### config.mk
export PLATFORM = sky130hd
export DESIGN_NAME = instruction_data_flat
export DESIGN_NICKNAME = d
export VERILOG_FILES = /design/src/rtl/instruction_data_pkg.sv /design/src/rtl/instruction_data_if.sv /design/src/rtl/instruction_data_fields.sv /design/src/rtl/instruction_data.sv /design/src/flat_wrapper.sv
export SDC_FILE = /design/constraint.sdc
export NUM_CORES = 1
export LEC_CHECK = 0
export CORE_MARGIN = 4
export CORE_UTILIZATION = 61
export DETAILED_ROUTE_END_ITERATION = 10
export GPL_TIMING_DRIVEN = 1
export PLACE_DENSITY = 0.95
export RECOVER_POWER = 100
export SETUP_SLACK_MARGIN = 0.5
export SYNTH_ARGS = -nofsm -noshare
export SYNTH_HDL_FRONTEND = slang
export SYNTH_HIERARCHICAL = 1
export SYNTH_SLANG_ARGS = --single-unit
### constraint.sdc
create_clock -name clk -period 2.4 [get_ports clk]
set_clock_uncertainty 0.05 [all_clocks]
set_input_delay 0.48 -clock clk [delete_from_list [all_inputs] [get_ports clk]]
set_output_delay 0.48 -clock clk [all_outputs]
set_load 0.02 [all_outputs]
### src/rtl/instruction_data_pkg.sv
// instr_fields_pkg: instruction constant-field positions and default datapath width.
`default_nettype none
package instr_fields_pkg;
   localparam int DATA_W_DEFAULT = 64;
   localparam int IMM12_LSB      = 10;
   localparam int IMM12_W        = 12;
   localparam int SHAMT_LSB      = 10;
   localparam int SHAMT_W        = 6;
   localparam int DADDR_LSB      = 12;
   localparam int DADDR_W        = 9;
endpackage
`default_nettype wire

### src/rtl/instruction_data_if.sv
// instruction_data_if: decode-side request and registered extended-constant response.
`default_nettype none
interface instruction_data_if
   import instr_fields_pkg::*;
#(
   parameter int DATA_W = DATA_W_DEFAULT
) ();
   logic              in_valid;
   logic [31:0]       instruction;
   logic              I;
   logic              R;
   logic              out_valid;
   logic [DATA_W-1:0] result;

   modport master (
      output in_valid, instruction, I, R,
      input  out_valid, result
   );

   modport slave (
      input  in_valid, instruction, I, R,
      output out_valid, result
   );
endinterface
`default_nettype wire

### src/rtl/instruction_data_fields.sv
// Field helpers: zero/sign extenders and a 2:1 word mux (select=1 picks the low word).
`default_nettype none
module zeroextend #(
   parameter int WIDTH = 12,
   parameter int OUT_W = 64
) (
   input  wire logic [WIDTH-1:0] in,
   output logic      [OUT_W-1:0] out
);
   assign out = {{(OUT_W-WIDTH){1'b0}}, in};
endmodule

module signextend #(
   parameter int WIDTH = 9,
   parameter int OUT_W = 64
) (
   input  wire logic [WIDTH-1:0] in,
   output logic      [OUT_W-1:0] out
);
   assign out = {{(OUT_W-WIDTH){in[WIDTH-1]}}, in};
endmodule

module mux2to1 #(
   parameter int W = 64
) (
   input  wire logic [2*W-1:0] in,
   input  wire logic           select,
   output logic      [W-1:0]   out
);
   // A known select=1 yields the low word even if the other operand is X.
   assign out = select ? in[W-1:0] : in[2*W-1:W];
endmodule
`default_nettype wire

### src/rtl/instruction_data.sv
// instruction_data: selects imm12 / shamt / daddr9 from an instruction, extends
// it to DATA_W bits and registers it with one cycle of latency.
`default_nettype none
module instruction_data
   import instr_fields_pkg::*;
#(
   parameter int DATA_W = DATA_W_DEFAULT
) (
   input  wire logic          clk,
   input  wire logic          reset_n,
   instruction_data_if.slave  bus
);
   logic [DATA_W-1:0] imm12_ext;
   logic [DATA_W-1:0] shamt_ext;
   logic [DATA_W-1:0] daddr_ext;
   logic [DATA_W-1:0] mux_a;
   logic [DATA_W-1:0] result_d;
   logic [DATA_W-1:0] result_q;
   logic              out_valid_q;
   logic              unused_bits;

   assign unused_bits = ^{bus.instruction[31:22], bus.instruction[9:0]};

   zeroextend #(.WIDTH(IMM12_W), .OUT_W(DATA_W)) u_imm12 (
      .in  (bus.instruction[IMM12_LSB +: IMM12_W]),
      .out (imm12_ext)
   );

   zeroextend #(.WIDTH(SHAMT_W), .OUT_W(DATA_W)) u_shamt (
      .in  (bus.instruction[SHAMT_LSB +: SHAMT_W]),
      .out (shamt_ext)
   );

   signextend #(.WIDTH(DADDR_W), .OUT_W(DATA_W)) u_daddr (
      .in  (bus.instruction[DADDR_LSB +: DADDR_W]),
      .out (daddr_ext)
   );

   mux2to1 #(.W(DATA_W)) u_mux_a (
      .in     ({daddr_ext, shamt_ext}),
      .select (bus.R),
      .out    (mux_a)
   );

   // I has priority: R only matters for the non-immediate forms.
   mux2to1 #(.W(DATA_W)) u_mux_b (
      .in     ({mux_a, imm12_ext}),
      .select (bus.I),
      .out    (result_d)
   );

   always_ff @(posedge clk or negedge reset_n) begin
      if (!reset_n) begin
         result_q    <= '0;
         out_valid_q <= 1'b0;
      end else begin
         out_valid_q <= bus.in_valid;
         if (bus.in_valid) begin
            result_q <= result_d;
         end
      end
   end

   assign bus.result    = result_q;
   assign bus.out_valid = out_valid_q;
endmodule
`default_nettype wire

### src/flat_wrapper.sv
// flat-port wrapper written by rule: the top's interface ports become plain ports
module instruction_data_flat import instr_fields_pkg::*;
#(
   parameter int DATA_W = DATA_W_DEFAULT
)
  (clk, reset_n, bus_in_valid, bus_instruction, bus_I, bus_R, bus_out_valid, bus_result);
  instruction_data_if #(.DATA_W(DATA_W)) bus_i ();
  input  wire logic clk;
  input  wire logic reset_n;
  input wire logic [$bits(bus_i.in_valid)-1:0] bus_in_valid;
  input wire logic [$bits(bus_i.instruction)-1:0] bus_instruction;
  input wire logic [$bits(bus_i.I)-1:0] bus_I;
  input wire logic [$bits(bus_i.R)-1:0] bus_R;
  output wire logic [$bits(bus_i.out_valid)-1:0] bus_out_valid;
  output wire logic [$bits(bus_i.result)-1:0] bus_result;
  assign bus_i.in_valid = bus_in_valid;
  assign bus_i.instruction = bus_instruction;
  assign bus_i.I = bus_I;
  assign bus_i.R = bus_R;
  assign bus_out_valid = bus_i.out_valid;
  assign bus_result = bus_i.result;
  instruction_data #(.DATA_W(DATA_W)) u_core (.clk(clk), .reset_n(reset_n), .bus(bus_i));
endmodule
### Word level (Yosys, flattened, before mapping)

Cells that the tools add are included.

| operators by class | value |
|---|---|
| muxes and demuxes | 2 |

Operators by type and width:

| kind | number |
|---|---|
| 64-bit 2-to-1 mux | 2 |

| storage, ports and cells | value |
|---|---|
| register bits after elaboration | 65 |
| input port bits | 37 |
| output and inout bits | 65 |
| logic and storage cells | 4 |

### Logic depth before layout (Yosys ltp)

| depth | value |
|---|---|
| depth after elaboration | 2 |
| gate-level depth with buffers | 5 |
| mapped depth without buffers | 3 |

### Modules after synthesis

The synthesis kept the hierarchy.

By module, submodules not included:

| module | instances | cells each | area an instance (um^2) | seq. area each (um^2) |
|---|---|---|---|---|
| instruction_data | 1 | 136 | 2703.8 | 1626.6 |
| mux2to1 | 2 | 71 | 1077.3 | 0.0 |
| zeroextend | 2 | 65 | 484.2 | 0.0 |
| signextend | 1 | 64 | 480.5 | 0.0 |

### Worst setup path after synthesis

Ideal clock, no wire load.

| path | value |
|---|---|
| kind | input-to-reg |
| from | in bus_R |
| to | reg u_core.result_q[10], in the netlist u_core/bus.result[10] |
| setup time | 0.125 ns |
| arrival time | 1.593 ns |
| required time | 2.225 ns |
| path slack | 0.632 ns |
| stages | 5 |
| buffers on the path | 2 |
| cells stage by stage | buf_6 > buf_12 > mux2_4 > mux2_4 > mux2_4 |

| on the way | value |
|---|---|
| longest elaborated chain between the ends | 2 |

Ends and longest elaborated chain:

| element | RTL line | source |
|---|---|---|
| start, declared | flat_wrapper.sv:13 | `input wire logic [$bits(bus_i.R)-1:0] bus_R;` |
| 64-bit 2-to-1 mux | instruction_data_fields.sv:31 | `assign out = select ? in[W-1:0] : in[2*W-1:W];` |
| via u_core.mux_a[10] | instruction_data.sv:16 | `logic [DATA_W-1:0] mux_a;` |
| 64-bit 2-to-1 mux | instruction_data_fields.sv:31 |  |
| via u_core.result_d[10] | instruction_data.sv:17 | `logic [DATA_W-1:0] result_d;` |
| end signal, assigned | instruction_data.sv:59 | `result_q <= result_d;` |
| end, declared | instruction_data.sv:18 | `logic [DATA_W-1:0] result_q;` |

The timed path passes the listed nets, and every way through them passes these cells.
A chain may end at the register's enable or synchronous reset.

### Final worst setup path

| path | value |
|---|---|
| from | in bus_instruction[20] |
| to | reg u_core.result_q[15], in the netlist u_core/bus.result[15] |

| on the way | value |
|---|---|
| longest elaborated chain between the ends | 2 |

Ends and longest elaborated chain:

| element | RTL line | source |
|---|---|---|
| start, declared | flat_wrapper.sv:11 | `input wire logic [$bits(bus_i.instruction)-1:0] bus_instruction;` |
| 64-bit 2-to-1 mux | instruction_data_fields.sv:31 |  |
| via u_core.mux_a[15] | instruction_data.sv:16 |  |
| 64-bit 2-to-1 mux | instruction_data_fields.sv:31 |  |
| via u_core.result_d[15] | instruction_data.sv:17 |  |

The timed path passes the listed nets, and every way through them passes these cells.

==> flow_summary_export.csv <==
group,metric,value,unit
critical_path,reg2reg_to,"u_core/bus.result[2]",
synthesis,synth_common_cells,"192 x buf_4, 180 x mux2_4, 65 x dfrtp_1",
sta,finalCritPeriodShare,80.36,%
synthesis,synth_cell_types,7,
pwr,peakVddDrop,0.2657,mV
floorplanning,core,0.009910,sq mm
routing,wire_per_inst,14.23,um
sta,rsz0062_at_grt,"no",
floorplanning,fp.dieH,109.7,um
pwr,total_power,3.213,mW
placed_design,globalplace.congestion,0.6654,
critical_path,cp.required,2560,ps
cts,cts_setup_buffers,0,
global_route,grt_max_degree,66,
critical_path,worstSetupStartpointType,"input pin",
worst_hold_path,min_path_cells,1,
routing,drc,0,
worst_hold_path,min_to,"u_core/bus.result[31]",
placed_design,io_buffers,81,
critical_path,arrival,2090,ps
cts,clk_latency,330,ps
global_route,overflow,0,
floorplanning,initial_utilization,63.65,%
synthesis,ys.flop_type,"dfrtp_1",
critical_path,crit_top_cell,"mux2_4",
run_status,violations,"capacitance limit, slew limit",
synthesis,synth_top_cell_by_area,"mux2_4",
sta,timing.slew.headroom,-7.685,%
critical_path,worstSetupPathType,"input pin to flip-flop",
sta,fmax,518.5,MHz
sta,finalHoldViolations,0,
sta,min_period,1929,ps
synthesis,synth-seq-cells,65,
sta,setup_viol,0,
sta,fin_setup_tns,0,ps
worst_hold_path,hp-start,"u_core/bus.result[31]",
synthesis,synth_edf_count,0,
critical_path,crit_slowest_cell,"mux2_1",
global_route,use_met3,3.523,%
synthesis,yosysTopAreaCellShare,42.85,%
global_route,grt_pass1_vias,2923,
global_route,top_usage_layer,"met2",
routing,routed_wirelength,8540,um
cts,cts-hold-fix-buffers,0,
floorplanning,rows,36,
final_layout,areaGrowthSynthToFinish,-8.530,%
critical_path,worstReg2RegStart,"u_core/bus.result[2]",
flow_run,cap_violations,1,
placed_design,place_hpwl,5696,um
cts,cts_max_level,3,
pwr,power_density,556.9,mW/mm^2
final_layout,drive_gt1_share,32.76,%
critical_path,worst-path-max-fanout,57,
sta,whs,428.2,ps
pwr,leakage,2.812,nW
floorplanning,die_x,109.7,um
synthesis,yosysWarnings,6,
synthesis,async_flop_share,100.0,%
cts,clkSinkCount,65,
critical_path,cp-end-kind,"flip-flop",
routing,vias,2705,
worst_hold_path,hold_class,"flip-flop to flip-flop",
global_route,grtUsageTotal,15.16,%
routing,drt-vias-per-instance,4.508,
final_layout,final_nets,501,
final_layout,n_antenna_cell,0,
synthesis,synth_area_leaders,"mux2_4 43%, dfrtp_1 26%, buf_4 23%",
sta,report.final.slew_viol_count,28,
cts,cts_buffers,9,
synthesis,yosysSeqAreaShare,25.79,%
critical_path,slowest_delay,540,ps
global_route,use_met2,26.94,%
global_route,met1_usage,17.58,%
floorplanning,dieArea,0.01203,sq mm
critical_path,r2r_slack,1550,ps
synthesis,netlist_area,0.006307,sq mm
global_route,antenna_found_initial,0,
cts,cts_tree,"yes",
synthesis,synth_cells,472,
final_layout,final_util,58.22,%
sta,tightest_slew,1615,ps
cts,cts-root-buf,"clkbuf_8",
floorplanning,num_io_pins,102,
routing,drt_iter0_drc,53,
critical_path,reg2reg_depth,1,
cts,clk_pin_slew,70,ps
synthesis,avgSynthCellArea,13.36,sq um
routing,dr.pass1.iters,4,
critical_path,crit_chain,"clkbuf_2, mux2_1, mux2_4, mux2_4",
global_route,grt_pass1_wl,14170,um
run_status,outcome,"finished, violations left",
synthesis,synth.most_common_cell,"buf_4",
cts,clock_path_buffers,2,
routing,postRouteAntennaNets,0,
[per-stage QoR]
| step | instance area, sq um | setup WS (ps) | cells |
|---|---|---|---|
| 3_3_place_gp | 5937 | 399.8 | 586 |
| 5_1_grt | 5769 | 358.3 | 600 |
| 2_1_floorplan | 6713 | 632.0 | 580 |
| 6_report | 5769 | 471.3 | 600 |
| 4_1_cts | 6098 | 501.7 | 600 |
| 3_5_place_dp | 5937 | 345.8 | 586 |
[final cells by class]
cell class,instances,area (sq um)
repair buffers,86,784.5
well taps,133,166.4
multi-input cells,302,3029
fillers,857,4140
flip-flops and latches,65,1627
clock buffers,14,162.7
[metal layers]
layer	wire length, um	vias to the layer above	part of all wire (%)
met2	4493	56	53
met5	0	-	0
met3	389	11	4.6
met1	3531	1357	41
met4	124	0	1.5
li1	-	1281	-
[cell families (layout without fill, tap and decap cells)]
| kind of cell | Yosys count | after routing | share of synthesized area [%] |
|---|---|---|---|
| mux | 192 | 192 | 44.99 |
| buf+inv | 213 | 100 | 29.10 |
| flops | 65 | 65 | 25.79 |
| other cells | 2 | 110 | 0.1191 |
[placed cells by master, fill, tap and decap left out]
cell type,count
clkbuf_2,1
dlygate4sd3_1,49
mux2_1,59
clkbuf_1,19
mux2_2,12
clkbuf_8,11
mux2_4,121
buf_4,2
dfrtp_1,65
clkdlybuf4s50_1,11
buf_12,4
clkbuf_4,2
dlygate4sd2_1,1
conb_1,110
[timing repair]
action | in CTS | in global routing
cloned | 0 | 0
endpoints found under the hold margin | 0 | 0
endpoints found under the setup margin | 1 | 15
resized for setup | 1 | 15
pin swaps | 0 | 0
[worst max-delay path: cells and delay by family]
kind	cells	cell delay [ps]
buffers and inverters	1	520
muxes	3	1070
[sequential cells by signal, summed over array words and instances, names as in the netlist]
name and flops:
u_core/bus.result 64, u_core/bus.out_valid 1
[how the worst max path moves through the flow]
| stage | slack (ps) | depth (start not counted) | from | endpoint |
|---|---|---|---|---|
| 5_1_grt | 360 | 4 | bus_instruction[20] | u_core/bus.result[15] |
| 3_5_place_dp | 350 | 4 | bus_instruction[20] | u_core/bus.result[15] |
| 4_1_cts | 500 | 1 | u_core/bus.result[2] | bus_result[2] |
| 2_1_floorplan | 630 | 5 | bus_R | u_core/bus.result[10] |
| 3_3_place_gp | 400 | 4 | bus_instruction[20] | u_core/bus.result[13] |
| 6_report | 470 | 4 | bus_instruction[20] | u_core/bus.result[15] |
[power by group]
part	leakage, nW	internal, mW	total [mW]	switching (mW)
Combinational	1.97	0.583	1.07	0.487
Sequential	0.760	1.25	1.33	0.0820
Clock	0.0826	0.422	0.816	0.394
Power figures use the tool's default switching activity.
